$ cat src/rtl/kernel_weight_loader.sv
// Writer side of the packed floating-kernel bus: assembles weight beats into a
// shadow buffer and publishes the completed kernel while the engine is idle.
module kernel_weight_loader #(
  parameter int unsigned WEIGHTS_WIDTH  = 4,
  parameter int unsigned KERNEL_SIZE    = 3,
  parameter int unsigned WEIGHTS_NUMBER = KERNEL_SIZE * KERNEL_SIZE,
  parameter int unsigned DATA_WIDTH     = 32
) (
  input  logic                                  clk_i,
  input  logic                                  rst_i,
  input  logic                                  clk_en_i,
  input  logic                                  clear_i,
  input  logic [DATA_WIDTH-1:0]                 wr_data_i,
  input  logic                                  wr_valid_i,
  input  logic                                  wr_last_i,
  output logic                                  wr_ready_o,
  input  logic                                  kernel_busy_i,
  output logic [WEIGHTS_NUMBER*WEIGHTS_WIDTH-1:0] floating_kernel_o,
  output logic                                  kernel_valid_o,
  output logic                                  kernel_update_o,
  output logic                                  error_o
);

  localparam int unsigned WPB    = DATA_WIDTH / WEIGHTS_WIDTH;
  localparam int unsigned NBEATS = (WEIGHTS_NUMBER + WPB - 1) / WPB;
  localparam int unsigned KW     = WEIGHTS_NUMBER * WEIGHTS_WIDTH;
  localparam int unsigned SW     = NBEATS * DATA_WIDTH;
  localparam int unsigned CW     = $clog2(NBEATS + 1);

  typedef enum logic [1:0] {IDLE, FILL, DRAIN, PENDING} state_t;

  state_t          state_q, state_d;
  logic [CW-1:0]   cnt_q, cnt_d;
  logic [SW-1:0]   shadow_q, shadow_d;
  logic [KW-1:0]   kernel_q, kernel_d;
  logic            kvalid_q, kvalid_d;
  logic            update_q, update_d;
  logic            error_q, error_d;
  logic            wr_en;
  logic [CW-1:0]   wr_idx;
  logic            accept;

  assign wr_ready_o        = clk_en_i && !clear_i && (state_q != PENDING);
  assign accept            = wr_valid_i && wr_ready_o;
  assign floating_kernel_o = kernel_q;
  assign kernel_valid_o    = kvalid_q;
  assign kernel_update_o   = update_q && clk_en_i;
  assign error_o           = error_q;

  // Next-state: clear has priority; a disabled clock freezes everything but the pulse.
  always_comb begin
    state_d  = state_q;
    cnt_d    = cnt_q;
    shadow_d = shadow_q;
    kernel_d = kernel_q;
    kvalid_d = kvalid_q;
    update_d = 1'b0;
    error_d  = error_q;
    wr_en    = 1'b0;
    wr_idx   = cnt_q;
    if (clk_en_i) begin
      if (clear_i) begin
        state_d = IDLE;
        cnt_d   = '0;
        error_d = 1'b0;
      end else begin
        case (state_q)
          IDLE: if (accept) begin
            wr_en  = 1'b1;
            wr_idx = '0;
            if (wr_last_i) begin
              cnt_d = '0;
              if (NBEATS == 1) state_d = PENDING;
              else             error_d = 1'b1;
            end else begin
              cnt_d   = CW'(1);
              state_d = FILL;
            end
          end
          FILL: if (accept) begin
            wr_en = 1'b1;
            if (cnt_q >= CW'(NBEATS - 1)) begin
              cnt_d = '0;
              if (wr_last_i) begin
                state_d = PENDING;
              end else begin
                error_d = 1'b1;
                state_d = DRAIN;
              end
            end else if (wr_last_i) begin
              error_d = 1'b1;
              state_d = IDLE;
              cnt_d   = '0;
            end else begin
              cnt_d = cnt_q + CW'(1);
            end
          end
          DRAIN: if (accept && wr_last_i) begin
            state_d = IDLE;
            cnt_d   = '0;
          end
          PENDING: if (!kernel_busy_i) begin
            kernel_d = shadow_q[KW-1:0];
            kvalid_d = 1'b1;
            update_d = 1'b1;
            state_d  = IDLE;
          end
          default: state_d = IDLE;
        endcase
      end
    end
    for (int b = 0; b < int'(NBEATS); b++) begin
      if (wr_en && (wr_idx == CW'(b))) shadow_d[b*DATA_WIDTH +: DATA_WIDTH] = wr_data_i;
    end
  end

  always_ff @(posedge clk_i or posedge rst_i) begin
    if (rst_i) begin
      state_q  <= IDLE;
      cnt_q    <= '0;
      shadow_q <= '0;
      kernel_q <= '0;
      kvalid_q <= 1'b0;
      update_q <= 1'b0;
      error_q  <= 1'b0;
    end else begin
      state_q  <= state_d;
      cnt_q    <= cnt_d;
      shadow_q <= shadow_d;
      kernel_q <= kernel_d;
      kvalid_q <= kvalid_d;
      update_q <= update_d;
      error_q  <= error_d;
    end
  end

endmodule

$ cat config.mk
export PLATFORM = sky130hd
export DESIGN_NAME = kernel_weight_loader
export DESIGN_NICKNAME = d
export VERILOG_FILES = /design/src/rtl/kernel_weight_loader.sv
export SDC_FILE = /design/constraint.sdc
export NUM_CORES = 1
export LEC_CHECK = 0
export BUFFER_PORTS_ARGS = -buffer_cell sky130_fd_sc_hd__buf_2
export CORE_UTILIZATION = 35
export CTS_CLUSTER_SIZE = 28
export DETAILED_ROUTE_END_ITERATION = 12
export PLACE_DENSITY_LB_ADDON = 0.2
export SETUP_SLACK_MARGIN = 0.05
export SYNTH_ARGS = -nofsm -noshare
export SYNTH_HDL_FRONTEND = slang
export SYNTH_SLANG_ARGS = --single-unit
$ cat constraint.sdc
create_clock -name clk_i -period 2.6 [get_ports clk_i]
set_input_delay 0.26 -clock clk_i [delete_from_list [all_inputs] [get_ports clk_i]]
set_output_delay 0.26 -clock clk_i [all_outputs]
set_load 0.05 [all_outputs]
==> qor.yml, run 1 <==
status:
  status: "complete, no violations"
sta:
  holdWs_ns: 0.125
  finalSetupViolCount: 0
  fmax_mhz: 480
  slew_viol_final: 0
  slew_headroom: 0.557
  timing.final.hold_violations: 0
  fin_crit_sh: 0.801
  setup_tns_ns: 0
  worst_slack_ns: 0.517
  skew_ns: 0.0148
  tightest_slew_ns: 0.663
  rsz0062_at_grt: "no"
  finalCriticalPeriod_ns: 2.08
final_layout:
  area_growth_pct: 22.1
  nFillCells: 848
  diodes: 0
  design_area_sq_um: 4050
  final_cell_mix: "dfrtp_1, buf_2, mux2_2, mux2_4, clkbuf_8"
  final_common_cell: "dfrtp_1"
  layout-drive-gt1-share: 0.595
  fin_nets: 338
  final_core_util: 0.440
clock_tree:
  cts_tree: "built"
  cts_inserted_buffers: 9
  cts-resized-gates: 0
  cts_num_sinks: 79
  cts_buffer_depth: 2
  insertion_delay_ns: 0.36
  clk_pin_slew_ns: 0.10
  h-tree-depth: 3
  cts-root-buf: "clkbuf_8"
flow_run:
  maxCapViolations: 0
global_routing:
  gr-total-overflow: 0
  grt_pass1_vias: 2097
  grt_usage: 0.138
  grt_pass1_wl_mm: 10.3
  grt_start_max_net_pins: 44
  grt_antenna_before_repair: 0
worst_setup_path:
  cp-end-kind: "flop"
  cp_cell_sequence: "inv_1, ha_1, nor2_1, o31ai_1, nor4_1, mux2_2"
  path_class: "reg2reg"
  worstPathArrival_ns: 2.32
  worstPathRequired_ns: 2.84
  crit_path_start_kind: "flop"
  cp_max_fo: 7
  critPathSlowestCell: "nor4_1"
  max_stage_delay_ns: 0.56
routing:
  via_count: 1917
  drt_iter0_markers: 16
  vias_per_cell: 4.68
  dr.pass1.iters: 4
  ant_nets: 0
  wire_per_inst_microns: 15.3
  drc: 0
  wl_mm: 6.27
synthesis:
  synth-xor-area-share: 0.00264
  synth_top_family_by_area: "multiplexers"
  muxShareOfSynthArea: 0.291
  syn_area_per_cell_sq_um: 15.9
  ys_warn_count: 0
  synthAdderAreaFrac: 0.0189
  yosys.cell_types.count: 32
  synth-compound-area-share: 0.0211
  syn_nets: 252
  syn_inst: 208
  yosys.area_share.simple: 0.0430
  syn-cell-area_sq_um: 3310
  yosys_register_bits: 79
  synth_seq_area_share: 0.596
placed_design:
  dpl.hpwl_mm: 4.19
  place.port_buffers: 78
  place_worst_setup_slack_ns: 0.535
  place_area_sq_um: 3830
  gp_congestion: 0.798
floorplan:
  initial_core_util: 0.360
  die_w_microns: 99.3
  coreArea_sq_um: 9200
  io_pins: 79
  die_h_microns: 99.3
  fp-row-count: 35
  dieArea_sq_um: 9860
power:
  power.density_nw_per_um2: 922
  p_leak_nw: 2.09
  max-vdd-ir-drop_uv: 456
hold_path:
  hp-class: "in2reg"
## worst paths after layout
path | startpoint | end | slack (ns) | cells past startpoint
max in group asynchronous | rst_i | floating_kernel_o[11] | 1.43 | 4
hold / removal | wr_data_i[5] | shadow_q[5] | 0.13 | 2
setup reg to reg | state_q[0] | state_q[0] | 0.52 | 6
min in group asynchronous | rst_i | shadow_q[12] | 0.52 | 3
hold reg to reg | kernel_valid_o | kernel_valid_o | 0.48 | 1
setup / recovery | state_q[0] | state_q[0] | 0.52 | 6
## critical path, delay by kind of cell (launching register included)
| kind | cells | cell delay (ns) |
|---|---|---|
| mux | 1 | 0.39 |
| compound gates | 1 | 0.11 |
| flops | 1 | 0.40 |
| simple gates | 2 | 0.69 |
| buf+inv | 1 | 0.08 |
| fa+ha+maj | 1 | 0.29 |
## final cells by class
class / instances / area (sq um) / share of cell area
Timing Repair Buffer: 83 / 455 / 0.113
Clock inverter: 7 / 78.8 / 0.0195
Clock buffer: 9 / 124 / 0.0306
Multi-Input combinational cell: 115 / 1250 / 0.309
Tap cell: 111 / 139 / 0.0343
Sequential cell: 79 / 1980 / 0.489
Inverter: 6 / 23.8 / 0.00588
## flip-flops by register name, summed over array words and instances (netlist names)
name and cells:
state_q 2, cnt_q 2, shadow_q 36, update_q 1
kernel_valid_o 1, floating_kernel_o 36, error_o 1
## metrics by stage
stage	cells	power, W
finish	410	0.00373
CTS	410	0.00379
floorplan	208	0.00259
global route	410	0.00394
global placement	393	0.00279
detailed placement	393	0.00282
## routing by layer
layer | routed length (microns) | vias to the layer above | share of wire | global-route usage
met5 | 0 | - | 0 | 0
met4 | 44 | 0 | 0.0070 | 0.0475
li1 | - | 901 | - | -
met2 | 2830 | 49 | 0.45 | 0.214
met1 | 3070 | 963 | 0.49 | 0.176
met3 | 323 | 4 | 0.052 | 0.0534
## cell usage after synthesis, drive strengths merged
cell type	instances	share of area
o31ai	1	0.0023
and2	1	0.0019
o32a	1	0.0034
and4bb	2	0.0075
o211ai	1	0.0023
nand2	4	0.0045
nor4	1	0.0019
mux2i	3	0.0091
nor3	4	0.0060
o21ai	2	0.0030
a21oi	1	0.0026
nor2	6	0.0091
xnor2	1	0.0026
inv	6	0.0068
ha	5	0.019
a311oi	1	0.0026
or2	1	0.0019
nor3b	1	0.0023
dfrtp	79	0.60
mux2	73	0.28
a2bb2oi	1	0.0026
nand3	1	0.0015
buf	8	0.020
nor2b	3	0.0064
a22oi	1	0.0023
## logic make-up after synthesis
| kind of cell | after synthesis |
|---|---|
| flip-flops | 79 |
| buffers and inverters | 14 |
| adder cells (fa/ha/maj) | 5 |
| multiplexers | 76 |
| AO/OA/AOI/OAI | 9 |
| XOR/XNOR | 1 |
| AND/OR/NAND/NOR | 24 |
## power by group
part	internal, W	switching (W)	total, W
Sequential	0.00158	0.000186	0.00176
Combinational	0.000551	0.000482	0.00103
Clock	0.000453	0.000484	0.000937
## what timing repair did
item / in CTS / in global routing
hold buffers: 1 / 0
hold endpoints to repair: 36 / 0
buffers inserted: 0 / 0
Power figures use the tool's default switching activity.
==> inputs of run 2 (changes only) <==
clock period = 1.85 ns   (was 2.6 ns; I/O delays follow)
==> run 2 against run 1 <==
The run now ends with setup timing left. Worst hold slack worse by 0.064 ns. Global-route usage is 0.78 points higher. Flip-flop and latch count stayed put. Non-clock buffer count is 19 higher. Register-to-register slack worse by 0.56 ns. Final area is 8.2% higher. Fmax is 10% higher. Combinational power is 66% higher. Clock power is 40% higher. Sequential share of layout area is 3.7 points lower. Critical path type unchanged. Critical endpoint is now shadow_q[30]. Largest cell class unchanged. Largest power group unchanged.
==> qor.yml, run 2 (same netlist as run 1, synthesis figures left out) <==
routing:
  drc: 0  # unchanged
  ant_nets: 0  # unchanged
  drt_iter0_markers: 37  # +21
  wire_per_inst_microns: 15.5  # +1.1%
  wl_mm: 6.64  # +5.8%
  via_count: 2029  # +5.8%
  dr.pass1.iters: 4  # unchanged
  vias_per_cell: 4.73  # +1.2%
floorplan:
  io_pins: 79  # unchanged
  die_w_microns: 99.3  # unchanged
  dieArea_sq_um: 9860  # unchanged
  fp-row-count: 35  # unchanged
  die_h_microns: 99.3  # unchanged
  coreArea_sq_um: 9200  # unchanged
  initial_core_util: 0.360  # unchanged
sta:
  setup_tns_ns: -0.691  # -0.691 ns
  skew_ns: 0.0116  # -0.00328 ns
  tightest_slew_ns: 0.369  # -0.294 ns
  slew_viol_final: 0  # unchanged
  worst_slack_ns: -0.0411  # -0.558 ns
  finalCriticalPeriod_ns: 1.89  # -0.192 ns
  rsz0062_at_grt: "yes"
  slew_headroom: 0.752  # +0.195
  timing.final.hold_violations: 0  # unchanged
  fmax_mhz: 529  # +10%
  finalSetupViolCount: 31  # +31
  fin_crit_sh: 1.02  # +0.221
final_layout:
  final_cell_mix: "dfrtp_1, buf_2, mux2_2, mux2_4, buf_4"
  design_area_sq_um: 4380  # +8.2%
  fin_nets: 357  # +5.6%
  diodes: 0  # unchanged
  layout-drive-gt1-share: 0.651  # +0.0556
  final_core_util: 0.476  # +0.0362
  nFillCells: 842  # -0.71%
  final_common_cell: "dfrtp_1"
  area_growth_pct: 32.1
power:
  max-vdd-ir-drop_uv: 423  # -7.2%
  p_clk_frac: 0.239  # -0.012
  p_switching_w: 0.00168  # +46%
  comb_power_share: 0.311  # +0.034
  p_leak_nw: 2.26  # +7.9%
  p_total_w: 0.00550  # +47%
  swShare: 0.305  # -0.00351
  p_int_w: 0.00382  # +48%
  seq_power_share: 0.451  # -0.021
  power.density_nw_per_um2: 1250  # +36%
worst_setup_path:
  cp_max_fo: 8  # +1
  crit_path_start_kind: "flop"
  critPathSlowestCell: "dfrtp_1"
  crit_cells: 7  # +1
  worstPathRequired_ns: 2.09  # -0.75 ns
  cp_cell_sequence: "ha_2, and4bb_2, a21oi_4, nor2_4, buf_12, buf_12, mux2_4"
  r2r-end: "shadow_q[30]"
  crit_family: "simple AND/OR/NAND/NOR gates"
  worstPathArrival_ns: 2.13  # -0.19 ns
  cp-end-kind: "flop"
  max_stage_delay_ns: 0.42  # -0.14 ns
  path_buf_inv: 2  # +1
  reg2reg_depth: 7  # +1
  regToRegStartpoint: "state_q[0]"
  regToRegSetupSlack_ns: -0.04  # -0.56 ns
  cp_common_cell: "buf_12"
  path_class: "reg2reg"
placed_design:
  gp_congestion: 0.793  # -0.55%
  place_area_sq_um: 3980  # +3.9%
  place_worst_setup_slack_ns: -0.0926  # -0.627 ns
  dpl.hpwl_mm: 4.27  # +1.8%
  place.port_buffers: 78  # unchanged
status:
  status: "complete, but fails checks"
  violations: "setup timing"
hold_path:
  hp-start: "wr_data_i[6]"
  holdPathEnd: "shadow_q[6]"
  min_path_cells: 2  # unchanged
  hp-class: "in2reg"
global_routing:
  grt_antenna_before_repair: 0  # unchanged
  grt_pass1_vias: 2074  # -1.1%
  gr-total-overflow: 0  # unchanged
  grt_start_max_net_pins: 51  # +16%
  grt_pass1_wl_mm: 10.8  # +4.5%
  grt_usage: 0.146  # +0.00779
clock_tree:
  cts_inserted_buffers: 9  # unchanged
  insertion_delay_ns: 0.35  # about the same
  cts_tree: "built"
  cts_buffer_depth: 2  # unchanged
  h-tree-depth: 3  # unchanged
  cts_num_sinks: 79  # unchanged
  clk_pin_slew_ns: 0.09  # about the same
  cts-root-buf: "clkbuf_8"
flow_run:
  maxCapViolations: 0  # unchanged
[run 2: cell count changes in the layout (fill, tap and decap cells not counted), moves of 2 or more]
| cell | delta |
|---|---|
| mux2_4 | +6 |
| clkinvlp_4 | -2 |
| buf_6 | +2 |
| buf_16 | +2 |
| ha_1 | -3 |
| buf_4 | +12 |
| ha_2 | +3 |
| mux2_2 | -6 |
| buf_12 | +4 |
[run 2: layout make-up]
type	count	area, sq um	area share
Sequential cell	79	1980	0.451
Multi-Input combinational cell	115	1340	0.305
Timing Repair Buffer	102	698	0.159
Tap cell	111	139	0.0317
Clock buffer	9	124	0.0283
Clock inverter	7	77.6	0.0177
Inverter	6	26.3	0.00600
[run 2: power by group through the flow]
stage	Sequential [W]	Clock [W]	Combinational (W)
final	0.00248	0.00131	0.00171
after global routing	0.00255	0.00142	0.00183
after CTS	0.00247	0.00136	0.00171
after detailed placement	0.00249	0	0.00156
after global placement	0.00249	0	0.00153
after floorplan	0.00269	0	0.000957
[run 2: how the worst max path moves through the flow]
stage	startpoint	end
floorplan	state_q[0]	shadow_q[10]
global placement	state_q[0]	state_q[0]
detailed placement	state_q[0]	state_q[0]
CTS	state_q[0]	shadow_q[3]
global route	state_q[0]	shadow_q[30]
finish	state_q[0]	shadow_q[30]
[run 2: stage by stage]
| step | instances | hold WS, ns |
|---|---|---|
| global route | 429 | 0.0422 |
| finish | 429 | 0.0613 |
| floorplan | 208 | 0.274 |
| CTS | 429 | 0.0398 |
| detailed placement | 406 | 0.265 |
| global placement | 406 | 0.262 |
[run 2: layer usage]
metal  part of all wire  vias up  routed length [microns]  GRT usage
li1                   -      941                        -          -
met1               0.46     1026                     3060      0.186
met2               0.49       51                     3220      0.234
met3              0.042       11                      276     0.0295
met4              0.012        0                       79     0.0781
met5                  0        -                        0          0
[run 2: timing repair]
item | CTS | global route
gates resized for setup | 18 | 4
buffers inserted | 5 | 0
hold buffers | 1 | 0
pin swaps | 7 | 1
endpoints found under the setup margin | 39 | 49
gates cloned | 2 | 0
endpoints found under the hold margin | 79 | 0
==> inputs of run 3 (changes only) <==
clock period = 2.2 ns   (was 1.85 ns; I/O delays follow)
==> run 3 against run 2 <==
The flow now finishes without violations. Worst hold slack better by 0.020 ns. Die area unchanged. Clock power is 13% lower. Via count shrank 4.9%. Sequential power down 16%. Non-clock buffer count decreased by 12. Critical path depth did not move. Sequential share of layout area rose by 2.8 points. Critical endpoint is now shadow_q[16]. Highest routed layer unchanged. Cell count fell by 2.8%. Routed wire length fell by 6.1%. Combinational power fell by 27%.
==> qor.yml, run 3 (same netlist as run 1, synthesis figures left out) <==
power:
  swShare: 0.309  # +0.00430
  p_clk_frac: 0.255  # +0.016
  p_leak_nw: 2.13  # -5.5%
  seq_power_share: 0.467  # +0.016
  max-vdd-ir-drop_uv: 338  # -20%
  p_int_w: 0.00308  # -19%
  power.density_nw_per_um2: 1080  # -14%
  p_total_w: 0.00447  # -19%
  p_switching_w: 0.00138  # -18%
  comb_power_share: 0.278  # -0.033
worst_setup_path:
  cp_cell_sequence: "inv_1, ha_1, nor2b_1, o21ai_1, nor2_4, buf_12, mux2_4"
  worstPathArrival_ns: 2.14  # about the same
  critPathSlowestCell: "dfrtp_1"
  crit_family: "flip-flops"
  path_buf_inv: 2  # unchanged
  cp_max_fo: 15  # +7
  path_class: "reg2reg"
  max_stage_delay_ns: 0.43  # about the same
  crit_path_start_kind: "flop"
  worstPathRequired_ns: 2.43  # +0.34 ns
  reg2reg_depth: 7  # unchanged
  cp-end-kind: "flop"
  crit_cells: 7  # unchanged
global_routing:
  grt_pass1_vias: 2034  # -1.9%
  grt_start_max_net_pins: 33  # -35%
  use_met3: 0.0295  # unchanged
  grt_usage: 0.139  # -0.00644
  grt_use_met1: 0.201  # +0.0155
  grt_pass1_wl_mm: 10.5  # -2.9%
  use_met2: 0.198  # -0.0358
  grt_antenna_before_repair: 0  # unchanged
  gr-total-overflow: 0  # unchanged
  grt_busiest_layer: "met1"
sta:
  finalSetupViolCount: 0  # -100%
  setup_tns_ns: 0  # +0.691 ns
  fmax_mhz: 524  # -0.83%
  skew_ns: 0.0210  # +0.00943 ns
  tightest_slew_ns: 0.713  # +0.344 ns
  slew_viol_final: 0  # unchanged
  slew_headroom: 0.524  # -0.228
  timing.final.hold_violations: 0  # unchanged
  rsz0062_at_grt: "no"
  finalCriticalPeriod_ns: 1.91  # +0.0159 ns
  fin_crit_sh: 0.867  # -0.155
routing:
  drc: 0  # unchanged
  drt_iter0_markers: 35  # -5.4%
  dr.pass1.iters: 4  # unchanged
  wire_per_inst_microns: 14.9  # -3.4%
  vias_per_cell: 4.63  # -2.2%
  wl_mm: 6.23  # -6.1%
  via_count: 1929  # -4.9%
  ant_nets: 0  # unchanged
status:
  status: "complete, no violations"
floorplan:
  die_w_microns: 99.3  # unchanged
  fp-row-count: 35  # unchanged
  coreArea_sq_um: 9200  # unchanged
  initial_core_util: 0.360  # unchanged
  die_h_microns: 99.3  # unchanged
  dieArea_sq_um: 9860  # unchanged
  io_pins: 79  # unchanged
clock_tree:
  cts-root-buf: "clkbuf_8"
  cts_num_sinks: 79  # unchanged
  cts_buffer_depth: 2  # unchanged
  insertion_delay_ns: 0.36  # about the same
  cts_tree: "built"
  clk_pin_slew_ns: 0.10  # about the same
  cts_inserted_buffers: 9  # unchanged
  cts-resized-gates: 0  # -18
  h-tree-depth: 3  # unchanged
final_layout:
  fin_nets: 345  # -3.4%
  design_area_sq_um: 4120  # -5.9%
  regArea_sq_um: 1980  # unchanged
  area_growth_pct: 24.3
  nFillCells: 852  # +1.2%
  multi_input_area_sq_um: 1250  # -6.6%
  final_common_cell: "dfrtp_1"
  final_core_util: 0.448  # -0.0282
  diodes: 0  # unchanged
  final_cell_mix: "dfrtp_1, buf_2, mux2_2, mux2_4, clkbuf_8"
  layout-drive-gt1-share: 0.605  # -0.0464
  fin_cells: 417  # -2.8%
placed_design:
  place.port_buffers: 78  # unchanged
  dpl.hpwl_mm: 4.40  # +3.0%
  place_area_sq_um: 3900  # -2.0%
  gp_congestion: 0.794  # about the same
  place_inst: 400  # -1.5%
flow_run:
  maxCapViolations: 0  # unchanged
hold_path:
  hp-class: "in2reg"
  min_path_cells: 2  # unchanged
run 3: cell count changes in the layout (fill, tap and decap cells not counted), sizes merged:
cell,before,now
buf,101,89
clkinv,3,0
clkinvlp,1,3
inv,8,9
run 3: layout make-up:
| type | instances | area share |
|---|---|---|
| inverters | 6 | 0.00638 |
| clock inverters | 7 | 0.0206 |
| clock buffers | 9 | 0.0301 |
| repair buffers | 90 | 0.126 |
| flip-flops and latches | 79 | 0.480 |
| multi-input cells | 115 | 0.303 |
| well taps | 111 | 0.0337 |
run 3: worst paths after layout:
check,endpoint,start,slack (ns)
worst max-delay path,shadow_q[16],state_q[1],0.29
worst min-delay path,shadow_q[4],wr_data_i[4],0.08
worst max register to register,shadow_q[16],state_q[1],0.29
worst min register to register,kernel_valid_o,kernel_valid_o,0.48
max in group asynchronous,shadow_q[12],rst_i,1.06
min in group asynchronous,floating_kernel_o[10],rst_i,0.53
run 3: what timing repair did:
action | in CTS | in global routing
setup buffers | 0 | 0
hold buffers | 1 | 0
endpoints found under the hold margin | 23 | 0
run 3: power by group through the flow:
stage	Combinational, W	Clock (W)	Sequential, W
2_1_floorplan	0.000798	0	0.00226
3_3_place_gp	0.00123	0	0.00210
3_5_place_dp	0.00126	0	0.00210
4_1_cts	0.00126	0.00117	0.00209
5_1_grt	0.00134	0.00124	0.00214
6_report	0.00124	0.00114	0.00209
run 3: metrics by stage:
| stage | setup slack, ns | hold slack (ns) |
|---|---|---|
| 6_report | 0.293 | 0.0813 |
| 3_3_place_gp | 0.277 | 0.370 |
| 4_1_cts | 0.284 | 0.0676 |
| 3_5_place_dp | 0.281 | 0.383 |
| 2_1_floorplan | 0.151 | 0.309 |
| 5_1_grt | 0.169 | 0.0685 |
run 3: layer usage:
metal / wire (microns) / vias to the layer above
met5: 0 / -
met4: 110 / 0
met3: 254 / 9
met2: 2710 / 58
met1: 3160 / 945
li1: - / 917
